==> config.mk <==
export PLATFORM = sky130hd
export DESIGN_NAME = ex_div
export DESIGN_NICKNAME = d
export VERILOG_FILES = /design/src/rtl/ex_div.sv
export SDC_FILE = /design/constraint.sdc
export NUM_CORES = 1
export LEC_CHECK = 0
export ABC_AREA = 0
export BUFFER_PORTS_ARGS = -buffer_cell sky130_fd_sc_hd__buf_2
export CORE_MARGIN = 1
export CORE_UTILIZATION = 31
export CTS_CLUSTER_DIAMETER = 50
export DETAILED_ROUTE_END_ITERATION = 12
export MAX_ROUTING_LAYER = met4
export SYNTH_ARGS = -nofsm -noshare
export SYNTH_HDL_FRONTEND = slang
export SYNTH_SLANG_ARGS = --single-unit
==> constraint.sdc <==
create_clock -name clk -period 3.3 [get_ports clk]
set_clock_uncertainty 0.2 [all_clocks]
set_input_delay 0.165 -clock clk [delete_from_list [all_inputs] [get_ports clk]]
set_output_delay 0.165 -clock clk [all_outputs]
set_load 0.05 [all_outputs]
==> src/rtl/ex_div.sv <==
// ex_div: iterative 32-bit restoring divider for the execute stage.
// Handles div.w / div.wu / mod.w / mod.wu and holds the pipeline via stall_o
// until the result is ready. Optional build macro DIV_EARLY_OUT_EN retires
// divide-by-zero and |a| < |b| operations straight from IDLE.
//
// state | meaning
// ------+--------------------------------------------------------------
// IDLE  | waiting for start_i; latches operands, magnitudes and signs
// CALC  | one restoring-division step per cycle, DATA_WIDTH steps total
// FIX   | sign correction, divide-by-zero override, quotient/remainder select
// DONE  | result_valid_o pulse; always returns to IDLE
module ex_div #(
   parameter int DATA_WIDTH     = 32,
   parameter int REG_ADDR_WIDTH = 5
) (
   input  logic                      clk,
   input  logic                      rst,
   input  logic                      start_i,
   input  logic                      cancel_i,
   input  logic                      signed_i,
   input  logic                      op_mod_i,
   input  logic [DATA_WIDTH-1:0]     a_i,
   input  logic [DATA_WIDTH-1:0]     b_i,
   input  logic [REG_ADDR_WIDTH-1:0] wd_i,
   output logic                      stall_o,
   output logic                      result_valid_o,
   output logic [DATA_WIDTH-1:0]     result_o,
   output logic [REG_ADDR_WIDTH-1:0] wd_o
);

   localparam int CNT_W = $clog2(DATA_WIDTH);
   localparam logic [CNT_W-1:0] CNT_LAST = CNT_W'(DATA_WIDTH - 1);

   typedef enum logic [1:0] {
      IDLE = 2'd0,
      CALC = 2'd1,
      FIX  = 2'd2,
      DONE = 2'd3
   } state_t;

   state_t                    state_q, state_d;
   logic [CNT_W-1:0]          cnt_q, cnt_d;
   logic [DATA_WIDTH:0]       rem_q, rem_d;       // one spare bit keeps the trial subtract from overflowing
   logic [DATA_WIDTH-1:0]     dvd_q, dvd_d;       // dividend shifts out, quotient shifts in
   logic [DATA_WIDTH-1:0]     dvs_q, dvs_d;
   logic [DATA_WIDTH-1:0]     a_raw_q, a_raw_d;   // original dividend, returned as remainder on /0
   logic                      b_zero_q, b_zero_d;
   logic                      qsign_q, qsign_d;
   logic                      rsign_q, rsign_d;
   logic                      mod_q, mod_d;
   logic [REG_ADDR_WIDTH-1:0] wd_lat_q, wd_lat_d;
   logic [DATA_WIDTH-1:0]     result_q, result_d;
   logic [REG_ADDR_WIDTH-1:0] wd_q, wd_d;
   logic                      valid_q, valid_d;

   logic                      a_neg, b_neg;
   logic [DATA_WIDTH-1:0]     abs_a, abs_b;
   logic [DATA_WIDTH+1:0]     shift_w;
   logic [DATA_WIDTH:0]       diff_w;
   logic                      no_borrow;
   logic [DATA_WIDTH-1:0]     q_fix, r_fix;

   // magnitudes are only taken for the signed variants
   assign a_neg = signed_i & a_i[DATA_WIDTH-1];
   assign b_neg = signed_i & b_i[DATA_WIDTH-1];
   assign abs_a = a_neg ? -a_i : a_i;
   assign abs_b = b_neg ? -b_i : b_i;

   // restoring step: the top bit of shift_w only matters for the compare
   assign shift_w   = {rem_q, dvd_q[DATA_WIDTH-1]};
   assign no_borrow = shift_w >= {2'b00, dvs_q};
   assign diff_w    = shift_w[DATA_WIDTH:0] - {1'b0, dvs_q};

   assign q_fix = qsign_q ? -dvd_q : dvd_q;
   assign r_fix = rsign_q ? -rem_q[DATA_WIDTH-1:0] : rem_q[DATA_WIDTH-1:0];

`ifdef DIV_EARLY_OUT_EN
   logic                  early_w;
   logic [DATA_WIDTH-1:0] early_res_w;
   assign early_w     = (b_i == '0) || (abs_a < abs_b);
   assign early_res_w = op_mod_i ? a_i : ((b_i == '0) ? '1 : '0);
`endif

   // next-state and datapath update for every register
   always_comb begin
      state_d  = state_q;
      cnt_d    = cnt_q;
      rem_d    = rem_q;
      dvd_d    = dvd_q;
      dvs_d    = dvs_q;
      a_raw_d  = a_raw_q;
      b_zero_d = b_zero_q;
      qsign_d  = qsign_q;
      rsign_d  = rsign_q;
      mod_d    = mod_q;
      wd_lat_d = wd_lat_q;
      result_d = result_q;
      wd_d     = wd_q;
      valid_d  = 1'b0;

      case (state_q)
         IDLE: begin
            if (start_i && !cancel_i) begin
               state_d  = CALC;
               cnt_d    = '0;
               rem_d    = '0;
               dvd_d    = abs_a;
               dvs_d    = abs_b;
               a_raw_d  = a_i;
               b_zero_d = (b_i == '0);
               qsign_d  = signed_i & (a_i[DATA_WIDTH-1] ^ b_i[DATA_WIDTH-1]);
               rsign_d  = signed_i & a_i[DATA_WIDTH-1];
               mod_d    = op_mod_i;
               wd_lat_d = wd_i;
`ifdef DIV_EARLY_OUT_EN
               if (early_w) begin
                  state_d  = DONE;
                  result_d = early_res_w;
                  wd_d     = wd_i;
                  valid_d  = 1'b1;
               end
`endif
            end
         end
         CALC: begin
            rem_d = no_borrow ? diff_w : shift_w[DATA_WIDTH:0];
            dvd_d = {dvd_q[DATA_WIDTH-2:0], no_borrow};
            cnt_d = cnt_q + CNT_W'(1);
            if (cnt_q == CNT_LAST) begin
               state_d = FIX;
            end
         end
         FIX: begin
            if (b_zero_q) begin
               result_d = mod_q ? a_raw_q : '1;
            end else begin
               result_d = mod_q ? r_fix : q_fix;
            end
            wd_d    = wd_lat_q;
            valid_d = 1'b1;
            state_d = DONE;
         end
         DONE: begin
            state_d = IDLE;
         end
         default: begin
            state_d = IDLE;
         end
      endcase

      // a flush wins over everything, including a start in the same cycle
      if (cancel_i) begin
         state_d  = IDLE;
         valid_d  = 1'b0;
         result_d = result_q;
         wd_d     = wd_q;
      end
   end

   // register all state; synchronous reset
   always_ff @(posedge clk) begin
      if (rst) begin
         state_q  <= IDLE;
         cnt_q    <= '0;
         rem_q    <= '0;
         dvd_q    <= '0;
         dvs_q    <= '0;
         a_raw_q  <= '0;
         b_zero_q <= 1'b0;
         qsign_q  <= 1'b0;
         rsign_q  <= 1'b0;
         mod_q    <= 1'b0;
         wd_lat_q <= '0;
         result_q <= '0;
         wd_q     <= '0;
         valid_q  <= 1'b0;
      end else begin
         state_q  <= state_d;
         cnt_q    <= cnt_d;
         rem_q    <= rem_d;
         dvd_q    <= dvd_d;
         dvs_q    <= dvs_d;
         a_raw_q  <= a_raw_d;
         b_zero_q <= b_zero_d;
         qsign_q  <= qsign_d;
         rsign_q  <= rsign_d;
         mod_q    <= mod_d;
         wd_lat_q <= wd_lat_d;
         result_q <= result_d;
         wd_q     <= wd_d;
         valid_q  <= valid_d;
      end
   end

   // stall drops in DONE so ID/EX can advance past the finished instruction
   assign stall_o        = start_i && (state_q != DONE);
   assign result_valid_o = valid_q;
   assign result_o       = result_q;
   assign wd_o           = wd_q;

endmodule
==> out/metrics.csv, run 1 <==
stage,metric,value,unit
run_status,status,finished clean,
sta,RSZ-0062 raised after global routing,false,
global_routing,first-pass GRT wire length,63200,um
logic_synthesis,Post-synth ARST share,0,%
place,Place WS,0.0403,ns
floorplanning,Die Ht,198,um
floorplanning,core area,0.0378,mm^2
critical_path,Setup CP Type,flip-flop to flip-flop,
global_routing,initial antenna violation count,0,
layout,Antenna diodes,0,
logic_synthesis,netlist area before placement,0.0119,mm^2
route,First DRT Iteration DRCs,850,
floorplanning,Initial Utilization,31.5,%
logic_synthesis,largest family of logic cells by synthesized area,compound AO/OA/AOI/OAI gates,
clocking,total CTS buffers,17,
logic_synthesis,Synth Area in Adders,4.69,%
logic_synthesis,sequential-to-total area share from yosys stat,30.8,%
logic_synthesis,synth unique cells,71,
logic_synthesis,simple-gate share of the synthesized area,20.5,%
route,post-route ant nets,0,
logic_synthesis,synthesized flop and latch total,183,
floorplanning,Die Area,0.0392,mm^2
hold_path,worst min-delay path category,primary input to flip-flop,
layout,"most common cell after layout, fill and taps aside",nand2_1,
clocking,"CTS clk-pin slew, worst paths",0.09,ns
route,final WL,39700,um
layout,Area Overhead vs Synth,23.9,%
job,# Max-Cap Violations,0,
sta,Slew headroom,43.2,%
route,DR vias,12077,
logic_synthesis,mux cell area share after synthesis,3.12,%
route,routed vias/inst,5.28,
clocking,CTS tree,built,
place,port bufs,113,
pwr,PwrDens,384,mW/mm^2
clocking,H-Tree Depth,4,
critical_path,crit-path max FO,6,
sta,post-layout min period,3.14,ns
critical_path,CP arrival,3.33,ns
clocking,Clock Tree Buf Depth,2,
pwr,Leak Pwr,5.86,nW
route,drt pass-1 iters,5,
critical_path,crit end category,flip-flop,
sta,fmax,0.319,GHz
sta,Final setup viols,0,
global_routing,pin count of the biggest net entering global routing,70,
clocking,"Clk Latency, worst-skew pair",0.46,ns
layout,nets,1884,
route,DR WL/cell,17.4,um
critical_path,CP startpoint kind,flip-flop,
sta,final period utilization,95.1,%
logic_synthesis,post-synth net total,1700,
global_routing,vias in the first global route,11551,
place,Post-DP HPWL,29800,um
layout,"commonest cells after routing, fill and taps aside","nand2_1, dfxtp_1, a21oi_1, nor2_1, buf_2",
layout,share of cells above drive strength 1,14.4,%
clocking,Root Buffer,clkbuf_16,
global_routing,total track usage,21.1,%
sta,Worst-Margin Slew,0.852,ns
place,Placer Congestion,0.904,
logic_synthesis,Synth Flop Type,dfxtp_1,
logic_synthesis,post-synthesis xor/xnor area fraction,10.4,%
floorplanning,# IOs,114,
floorplanning,Die X-Extent,198,um
sta,Setup TNS,0,ns
logic_synthesis,syn avg cell area,7.53,um^2
logic_synthesis,number of synthesized flops with an enable pin,0,
global_routing,remaining global-route overflow,0,
route,drt drc,0,
logic_synthesis,Syn. warnings,0,
logic_synthesis,Synth Area in Compound Gates,25.6,%
sta,Final Hold Fails,0,
sta,Worst Slack Setup Final,0.161,ns
clocking,clock tree sinks,183,
sta,max-slew violations,0,
logic_synthesis,Mapped Cells,1581,
floorplanning,row count,71,
pwr,worst vdd ir,0.332,mV
critical_path,CP required,3.49,ns
## final timing paths
path,start,slack (ns),depth (start not counted),to
worst max-delay path,dvd_q[2],0.16,10,result_o[28]
worst min-delay path,start_i,0.02,5,dvs_q[2]
worst max register to register,dvd_q[2],0.16,10,result_o[28]
worst min register to register,wd_lat_q[2],0.26,2,wd_o[2]
## cell families after synthesis
family,Yosys count
DFF,183
adders and majority gates,44
xor gates and xnor gates,141
muxes,37
AOI/OAI and AO/OA,479
buffers and inverters,155
and+or+nand+nor,542
## cell usage after synthesis (all sizes together) (6+ instances only)
master / number / area share (%)
a221oi: 12 / 0.88
xor2: 83 / 6.1
nand2: 277 / 8.8
nand3: 16 / 0.67
or4: 18 / 1.2
a21o: 23 / 1.5
a21oi: 167 / 7.0
a31oi: 11 / 0.58
o21a: 8 / 0.50
a32o: 6 / 0.50
o21ai: 109 / 4.6
ha: 43 / 4.5
a22o: 10 / 0.74
o41ai: 12 / 1.1
o31ai: 27 / 1.9
buf: 10 / 0.37
nor4: 7 / 0.42
or3: 20 / 1.1
nand2b: 9 / 0.47
o21bai: 9 / 0.57
nor2: 118 / 3.7
dfxtp: 183 / 31
mux2i: 36 / 3.0
xnor2: 58 / 4.3
nand4: 12 / 0.63
nor3: 28 / 1.3
o211ai: 17 / 1.1
or2: 9 / 0.49
inv: 55 / 1.7
a211oi: 30 / 1.9
and3: 13 / 0.68
a311oi: 6 / 0.44
clkbuf: 90 / 2.8
## metal layers
layer / wire length, um / vias up / track usage (%) / share of wire (%)
li1: - / 5968 / - / -
met1: 18900 / 5746 / 28.4 / 48
met2: 18200 / 329 / 33.2 / 46
met3: 1930 / 34 / 3.08 / 4.9
met4: 656 / 0 / 4.97 / 1.7
met5: 0 / - / - / 0
## sequential cells by signal (all words and copies together), names as in the netlist
name            count
a_raw_q            32
b_zero_q            1
cnt_q               5
dvd_q              32
dvs_q              32
mod_q               1
qsign_q             1
rem_q              33
result_o           32
result_valid_o      1
rsign_q             1
state_q             2
wd_lat_q            5
wd_o                5
## area by class of cell
type / count / area (um^2)
flip-flops and latches: 183 / 3660
inverters: 55 / 206
well taps: 511 / 639
multi-input cells: 1243 / 7690
fillers: 3918 / 23000
clock inverters: 15 / 194
repair buffers: 265 / 1940
clock buffers: 17 / 425
## where the power goes
part | internal, mW | switching (mW) | total (mW)
Sequential | 2.29 | 0.0703 | 2.36
Clock | 1.04 | 1.09 | 2.13
Combinational | 0.489 | 0.688 | 1.18
## through the flow
step	hold slack [ns]	utilization [%]	area [um^2]	instances	total power, mW
5_1_grt	0.0363	39.1	14800	2289	5.94
3_5_place_dp	0.210	35.3	13300	2179	3.50
2_1_floorplan	0.0443	-	11900	1581	3.11
3_3_place_gp	0.208	35.3	13300	2179	3.49
4_1_cts	0.00561	39.0	14700	2288	5.70
6_report	0.0246	39.1	14800	2289	5.67
## repair_timing
action	in CTS	in global routing
endpoints found under the hold margin	87	0
gates resized for setup	0	4
hold buffers	77	0
setup buffers	0	1
setup endpoints to repair	0	4
## critical path, stage by stage, from the launching register on
cell and delay, ns:
dfxtp_1 0.39, nor3_1 0.40, nand3b_1 0.23, nor2_1 0.30
nand4_1 0.18, or4_1 0.45, o21ai_0 0.20, xor2_1 0.10
a221oi_1 0.36, buf_4 0.18, a21o_1 0.08
Note: power is estimated with default switching activity, not from simulation.
==> inputs of run 2 (changes only) <==
Settings changed: CAP_MARGIN from default to 10, MAX_ROUTING_LAYER met4 to default, REMOVE_ABC_BUFFERS from default to 1.
==> out/metrics.csv, run 2 (synthesized netlist as in run 1, its figures left out) <==
stage,metric,value,unit,change
run_status,status,finished clean,,unchanged
floorplanning,# IOs,114,,unchanged
floorplanning,Die X-Extent,198,um,unchanged
clocking,Root Buffer,clkbuf_16,,unchanged
floorplanning,core area,0.0378,mm^2,unchanged
critical_path,CP startpoint kind,primary input,,was flip-flop
critical_path,crit end category,flip-flop,,unchanged
sta,Worst-Margin Slew,0.877,ns,was 0.852 ns
clocking,Post-CTS Setup Bufs,0,,unchanged
route,routed vias/inst,5.16,,was 5.28
place,Post-DP HPWL,28000,um,was 29800 um
sta,Slew headroom,41.5,%,was 43.2%
global_routing,total track usage,19.4,%,was 21.1%
sta,fmax,0.312,GHz,was 0.319 GHz
layout,FILL cells,3943,,was 3918
global_routing,pin count of the biggest net entering global routing,115,,was 70
sta,post-layout min period,3.20,ns,was 3.14 ns
clocking,"CTS clk-pin slew, worst paths",0.07,ns,was 0.09 ns
global_routing,vias in the first global route,11028,,was 11551
hold_path,worst min-delay path category,primary input to flip-flop,,unchanged
clocking,Clock Tree Buf Depth,2,,unchanged
route,DR vias,11842,,was 12077
layout,share of cells above drive strength 1,14.3,%,was 14.4%
job,# Max-Cap Violations,0,,unchanged
clocking,CTS tree,built,,unchanged
global_routing,first-pass GRT wire length,60000,um,was 63200 um
layout,Area Overhead vs Synth,24.0,%,was 23.9%
sta,Final setup viols,0,,unchanged
layout,"commonest cells after routing, fill and taps aside","nand2_1, dfxtp_1, a21oi_1, nor2_1, buf_2",,unchanged
floorplanning,Initial Utilization,31.5,%,unchanged
critical_path,CP arrival,3.35,ns,was 3.33 ns
global_routing,remaining global-route overflow,0,,unchanged
place,port bufs,113,,unchanged
clocking,total CTS buffers,17,,unchanged
floorplanning,Die Area,0.0392,mm^2,unchanged
sta,Setup TNS,0,ns,unchanged
clocking,"Clk Latency, worst-skew pair",0.45,ns,was 0.46 ns
route,final WL,37600,um,was 39700 um
layout,Antenna diodes,0,,unchanged
clocking,H-Tree Depth,4,,unchanged
route,First DRT Iteration DRCs,978,,was 850
critical_path,crit-path max FO,6,,unchanged
route,drt drc,0,,unchanged
route,drt pass-1 iters,5,,unchanged
clocking,clock tree sinks,183,,unchanged
sta,RSZ-0062 raised after global routing,false,,unchanged
sta,Worst Slack Setup Final,0.0989,ns,was 0.161 ns
pwr,Leak Pwr,5.88,nW,was 5.86 nW
layout,Largest register FFs,33,,unchanged
layout,Top reg by flops,rem_q,,unchanged
place,Place WS,0.0507,ns,was 0.0403 ns
pwr,PwrDens,380,mW/mm^2,was 384 mW/mm^2
place,Placer Congestion,0.940,,was 0.904
pwr,worst vdd ir,0.252,mV,was 0.332 mV
sta,max-slew violations,0,,unchanged
layout,"most common cell after layout, fill and taps aside",nand2_1,,unchanged
floorplanning,row count,71,,unchanged
sta,final period utilization,97.0,%,was 95.1%
route,DR WL/cell,16.4,um,was 17.4 um
global_routing,initial antenna violation count,0,,unchanged
route,post-route ant nets,0,,unchanged
sta,Final Hold Fails,0,,unchanged
floorplanning,Die Ht,198,um,unchanged
layout,nets,1889,,was 1884
critical_path,Setup CP Type,primary input to flip-flop,,was flip-flop to flip-flop
critical_path,CP required,3.45,ns,was 3.49 ns
-- run 2: per-layer routing --
| metal | track usage [%] | wire length (um) | vias up |
|---|---|---|---|
| li1 | - | - | 5956 |
| met1 | 26.2 | 17700 | 5493 |
| met2 | 32.2 | 17400 | 354 |
| met3 | 2.11 | 1850 | 39 |
| met4 | 5.68 | 679 | 0 |
| met5 | 0 | 0 | - |
-- run 2: through the flow --
step / util, % / instance area [um^2] / cells / power [mW] / hold slack (ns)
6_report: 39.1 / 14800 / 2293 / 5.61 / 0.118
5_1_grt: 39.1 / 14800 / 2293 / 5.86 / 0.145
4_1_cts: 39.1 / 14800 / 2293 / 5.63 / 0.102
3_5_place_dp: 35.3 / 13300 / 2179 / 3.48 / 0.215
3_3_place_gp: 35.3 / 13300 / 2179 / 3.47 / 0.216
2_1_floorplan: - / 11500 / 1481 / 3.08 / 0.0341
-- run 2: critical path, cell delays in order --
cell           delay [ns]
dlygate4sd3_1        0.55
buf_2                0.18
or4_1                0.61
nor3_1               0.40
nand2_1              0.12
or3_1                0.43
o31ai_1              0.24
and3_1               0.24
a211oi_1             0.12
a211oi_1             0.29
-- run 2: cell type report --
type | instances | area [um^2] | area share, %
well taps | 511 | 639 | 4.33
flip-flops and latches | 183 | 3660 | 24.8
inverters | 55 | 206 | 1.40
clock inverters | 11 | 113 | 0.763
clock buffers | 20 | 467 | 3.16
repair buffers | 270 | 1990 | 13.5
multi-input cells | 1243 | 7680 | 52.0
-- run 2: worst paths after layout --
path,start,end,slack (ns),depth (start not counted)
max,a_i[13],dvd_q[31],0.1,10
min reg2reg,result_o[6],result_o[6],0.25,2
max reg2reg,dvd_q[31],rem_q[28],0.17,13
min,start_i,dvs_q[8],0.12,5
-- run 2: repair_timing --
item                                    in CTS  in global routing
hold endpoints to repair                    91                  0
gates resized for setup                      0                  5
endpoints found under the setup margin       0                  3
hold buffers                                83                  0
-- run 2: report_power, final --
part | internal [mW] | switching, mW | total, mW | leakage, nW
Combinational | 0.496 | 0.672 | 1.17 | 4.11
Sequential | 2.29 | 0.0687 | 2.36 | 1.49
Clock | 1.11 | 0.970 | 2.08 | 0.277
Total | 3.90 | 1.71 | 5.61 | 5.88
==> inputs of run 3 (changes only) <==
--- a/config.mk
+++ b/config.mk
@@ -10,2 +10,3 @@
 export CAP_MARGIN = 10
+export CORE_ASPECT_RATIO = 1.2
 export CORE_MARGIN = 1
==> constraint.sdc (replaced) <==
create_clock -name clk -period 3.3 [get_ports clk]
set_clock_uncertainty 0.2 [all_clocks]
set_input_delay 0.33 -clock clk [delete_from_list [all_inputs] [get_ports clk]]
set_output_delay 0.33 -clock clk [all_outputs]
set_load 0.05 [all_outputs]
==> out/metrics.csv, run 3 (synthesized netlist as in run 1, its figures left out) <==
stage,metric,value,unit,change
place,port bufs,113,,unchanged
critical_path,slowest CP cell,a311o_1,,was or4_1
sta,final period utilization,94.7,%,was 97.0%
sta,fmax,0.320,GHz,was 0.312 GHz
layout,Finished Core Util,38.3,%,was 39.1%
job,# Max-Cap Violations,0,,unchanged
layout,Seq. cell area,0.00366,mm^2,unchanged
run_status,status,finished clean,,unchanged
place,Post-DP HPWL,28300,um,was 28000 um
sta,Final setup viols,0,,unchanged
clocking,H-Tree Depth,4,,unchanged
global_routing,total track usage,19.3,%,was 19.4%
route,drt drc,0,,unchanged
clocking,total CTS buffers,17,,unchanged
layout,Largest register FFs,33,,unchanged
critical_path,CP arrival,3.32,ns,was 3.35 ns
layout,Top reg by flops,rem_q,,unchanged
floorplanning,Die X-Extent,181,um,was 198 um
layout,"most common cell after layout, fill and taps aside",nand2_1,,unchanged
place,placed cell area,0.0134,mm^2,was 0.0133 mm^2
floorplanning,# IOs,114,,unchanged
critical_path,crit end category,flip-flop,,unchanged
critical_path,launch point of the worst path,dvd_q[31],,was a_i[13]
route,First DRT Iteration DRCs,567,,was 978
place,Placer Congestion,0.890,,was 0.940
critical_path,R2R Path Start,dvd_q[31],,unchanged
floorplanning,row count,78,,was 71
critical_path,Worst Setup EP,rem_q[28],,was dvd_q[31]
pwr,PwrDens,383,mW/mm^2,was 380 mW/mm^2
sta,Worst-Margin Slew,0.791,ns,was 0.877 ns
layout,Final Non-Filler Cells,2241,,was 2293
route,routed vias/inst,5.23,,was 5.16
critical_path,R2R Setup Slk,0.18,ns,was 0.17 ns
layout,"commonest cells after routing, fill and taps aside","nand2_1, dfxtp_1, a21oi_1, nor2_1, buf_2",,unchanged
critical_path,cell mode on critical path,inv_1,,was a211oi_1
global_routing,vias in the first global route,11221,,was 11028
sta,post-layout min period,3.12,ns,was 3.20 ns
global_routing,first-pass GRT wire length,60200,um,was 60000 um
pwr,worst vdd ir,0.369,mV,was 0.252 mV
layout,post-route design area,0.0145,mm^2,was 0.0148 mm^2
pwr,Leak Pwr,5.78,nW,was 5.88 nW
layout,Area Overhead vs Synth,21.9,%,was 24.0%
floorplanning,Die Ht,217,um,was 198 um
clocking,Post-CTS Setup Bufs,0,,unchanged
critical_path,r2r worst-path depth,13,,unchanged
pwr,Tot Pwr,5.56,mW,was 5.61 mW
place,placed cells,2156,,was 2179
route,post-route ant nets,0,,unchanged
sta,Slew headroom,47.2,%,was 41.5%
critical_path,worst reg2reg endpoint,rem_q[28],,unchanged
layout,Antenna diodes,0,,unchanged
route,drt pass-1 iters,5,,unchanged
floorplanning,Die Area,0.0392,mm^2,about the same
layout,FILL cells,3986,,was 3943
global_routing,initial antenna violation count,0,,unchanged
clocking,Root Buffer,clkbuf_16,,unchanged
clocking,CTS tree,built,,unchanged
critical_path,critical path's largest stage delay,0.41,ns,was 0.61 ns
clocking,clock tree sinks,183,,unchanged
sta,Final Hold Fails,0,,unchanged
clocking,Clock Tree Buf Depth,2,,unchanged
layout,nets,1867,,was 1889
critical_path,Setup CP Type,flip-flop to flip-flop,,was primary input to flip-flop
floorplanning,Initial Utilization,31.4,%,was 31.5%
route,final WL,37500,um,was 37600 um
critical_path,CP Cell Sequence,"inv_1, ha_1, inv_1, fa_2, nand3_2, a21oi_1, or2_1, a21bo_2, a211o_1, a311o_1, a21oi_2, mux2_2, nand2_1",,"was dlygate4sd3_1, buf_2, or4_1, nor3_1, nand2_1, or3_1, o31ai_1, and3_1, a211oi_1, a211oi_1"
critical_path,crit-path max FO,3,,was 6
global_routing,pin count of the biggest net entering global routing,52,,was 115
sta,max-slew violations,0,,unchanged
layout,area of the multi-input gates,0.00770,mm^2,was 0.00768 mm^2
route,DR WL/cell,16.7,um,was 16.4 um
sta,RSZ-0062 raised after global routing,false,,unchanged
hold_path,worst min-delay path category,primary input to flip-flop,,unchanged
global_routing,remaining global-route overflow,0,,unchanged
clocking,"CTS clk-pin slew, worst paths",0.07,ns,about the same
critical_path,CP startpoint kind,flip-flop,,was primary input
critical_path,CP required,3.50,ns,was 3.45 ns
floorplanning,core area,0.0379,mm^2,was 0.0378 mm^2
route,DR vias,11710,,was 11842
layout,share of cells above drive strength 1,15.0,%,was 14.3%
clocking,"Clk Latency, worst-skew pair",0.46,ns,was 0.45 ns
run 3: changes by cell type in the layout (fill, tap and decap cells not counted), moves of 2 or more:
| cell | before | now |
|---|---|---|
| buf_12 | 3 | 5 |
| buf_4 | 72 | 78 |
| clkbuf_8 | 3 | 0 |
| dlygate4sd3_1 | 83 | 53 |
run 3: what timing repair did:
action,4_1_cts,5_1_grt
endpoints found under the setup margin,0,5
gates resized for setup,0,6
hold buffers,53,0
endpoints found under the hold margin,54,0
run 3: worst min-delay path by stage:
stage / depth (start not counted) / slack, ns / end / start
detailed placement: 1 / 0.24 / result_o[24] / result_o[24]
CTS: 3 / 0.0007 / dvs_q[26] / b_i[26]
global placement: 1 / 0.24 / result_o[24] / result_o[24]
finish: 3 / 0.02 / dvs_q[26] / b_i[26]
floorplan: 1 / 0.20 / a_raw_q[0] / rst
global route: 3 / 0.04 / qsign_q / signed_i
run 3: cell type report:
| type | count | area share (%) |
|---|---|---|
| multi-input cells | 1243 | 53.0 |
| well taps | 480 | 4.14 |
| repair buffers | 248 | 12.2 |
| inverters | 55 | 1.42 |
| flip-flops and latches | 183 | 25.2 |
| clock inverters | 15 | 1.00 |
| clock buffers | 17 | 2.93 |
run 3: where the power goes:
group	switching (mW)	internal, mW
Sequential	0.0646	2.29
Clock	0.986	1.06
Combinational	0.678	0.484
run 3: metrics by stage:
step	hold WS [ns]	worst slack (ns)	TNS (ns)
2_1_floorplan	0.199	-2.07	-168.56
6_report	0.0234	0.176	0
4_1_cts	0.000705	0.0776	0
3_5_place_dp	0.243	0.126	0
5_1_grt	0.0360	0.0212	0
3_3_place_gp	0.235	0.110	0
run 3: critical path: cells and delay by family (launching register included):
family | cells | cell delay, ns
fa+ha+maj | 2 | 0.52
flops | 1 | 0.32
buf+inv | 2 | 0.13
simple gates | 3 | 0.39
mux | 1 | 0.34
compound gates | 5 | 1.18
run 3: layer usage:
metal / up-vias / track usage (%) / wire length, um
li1: 5924 / - / -
met1: 5424 / 23.7 / 16300
met2: 299 / 33.5 / 18200
met3: 63 / 2.40 / 1740
met4: 0 / 8.89 / 1240
met5: - / 0 / 0
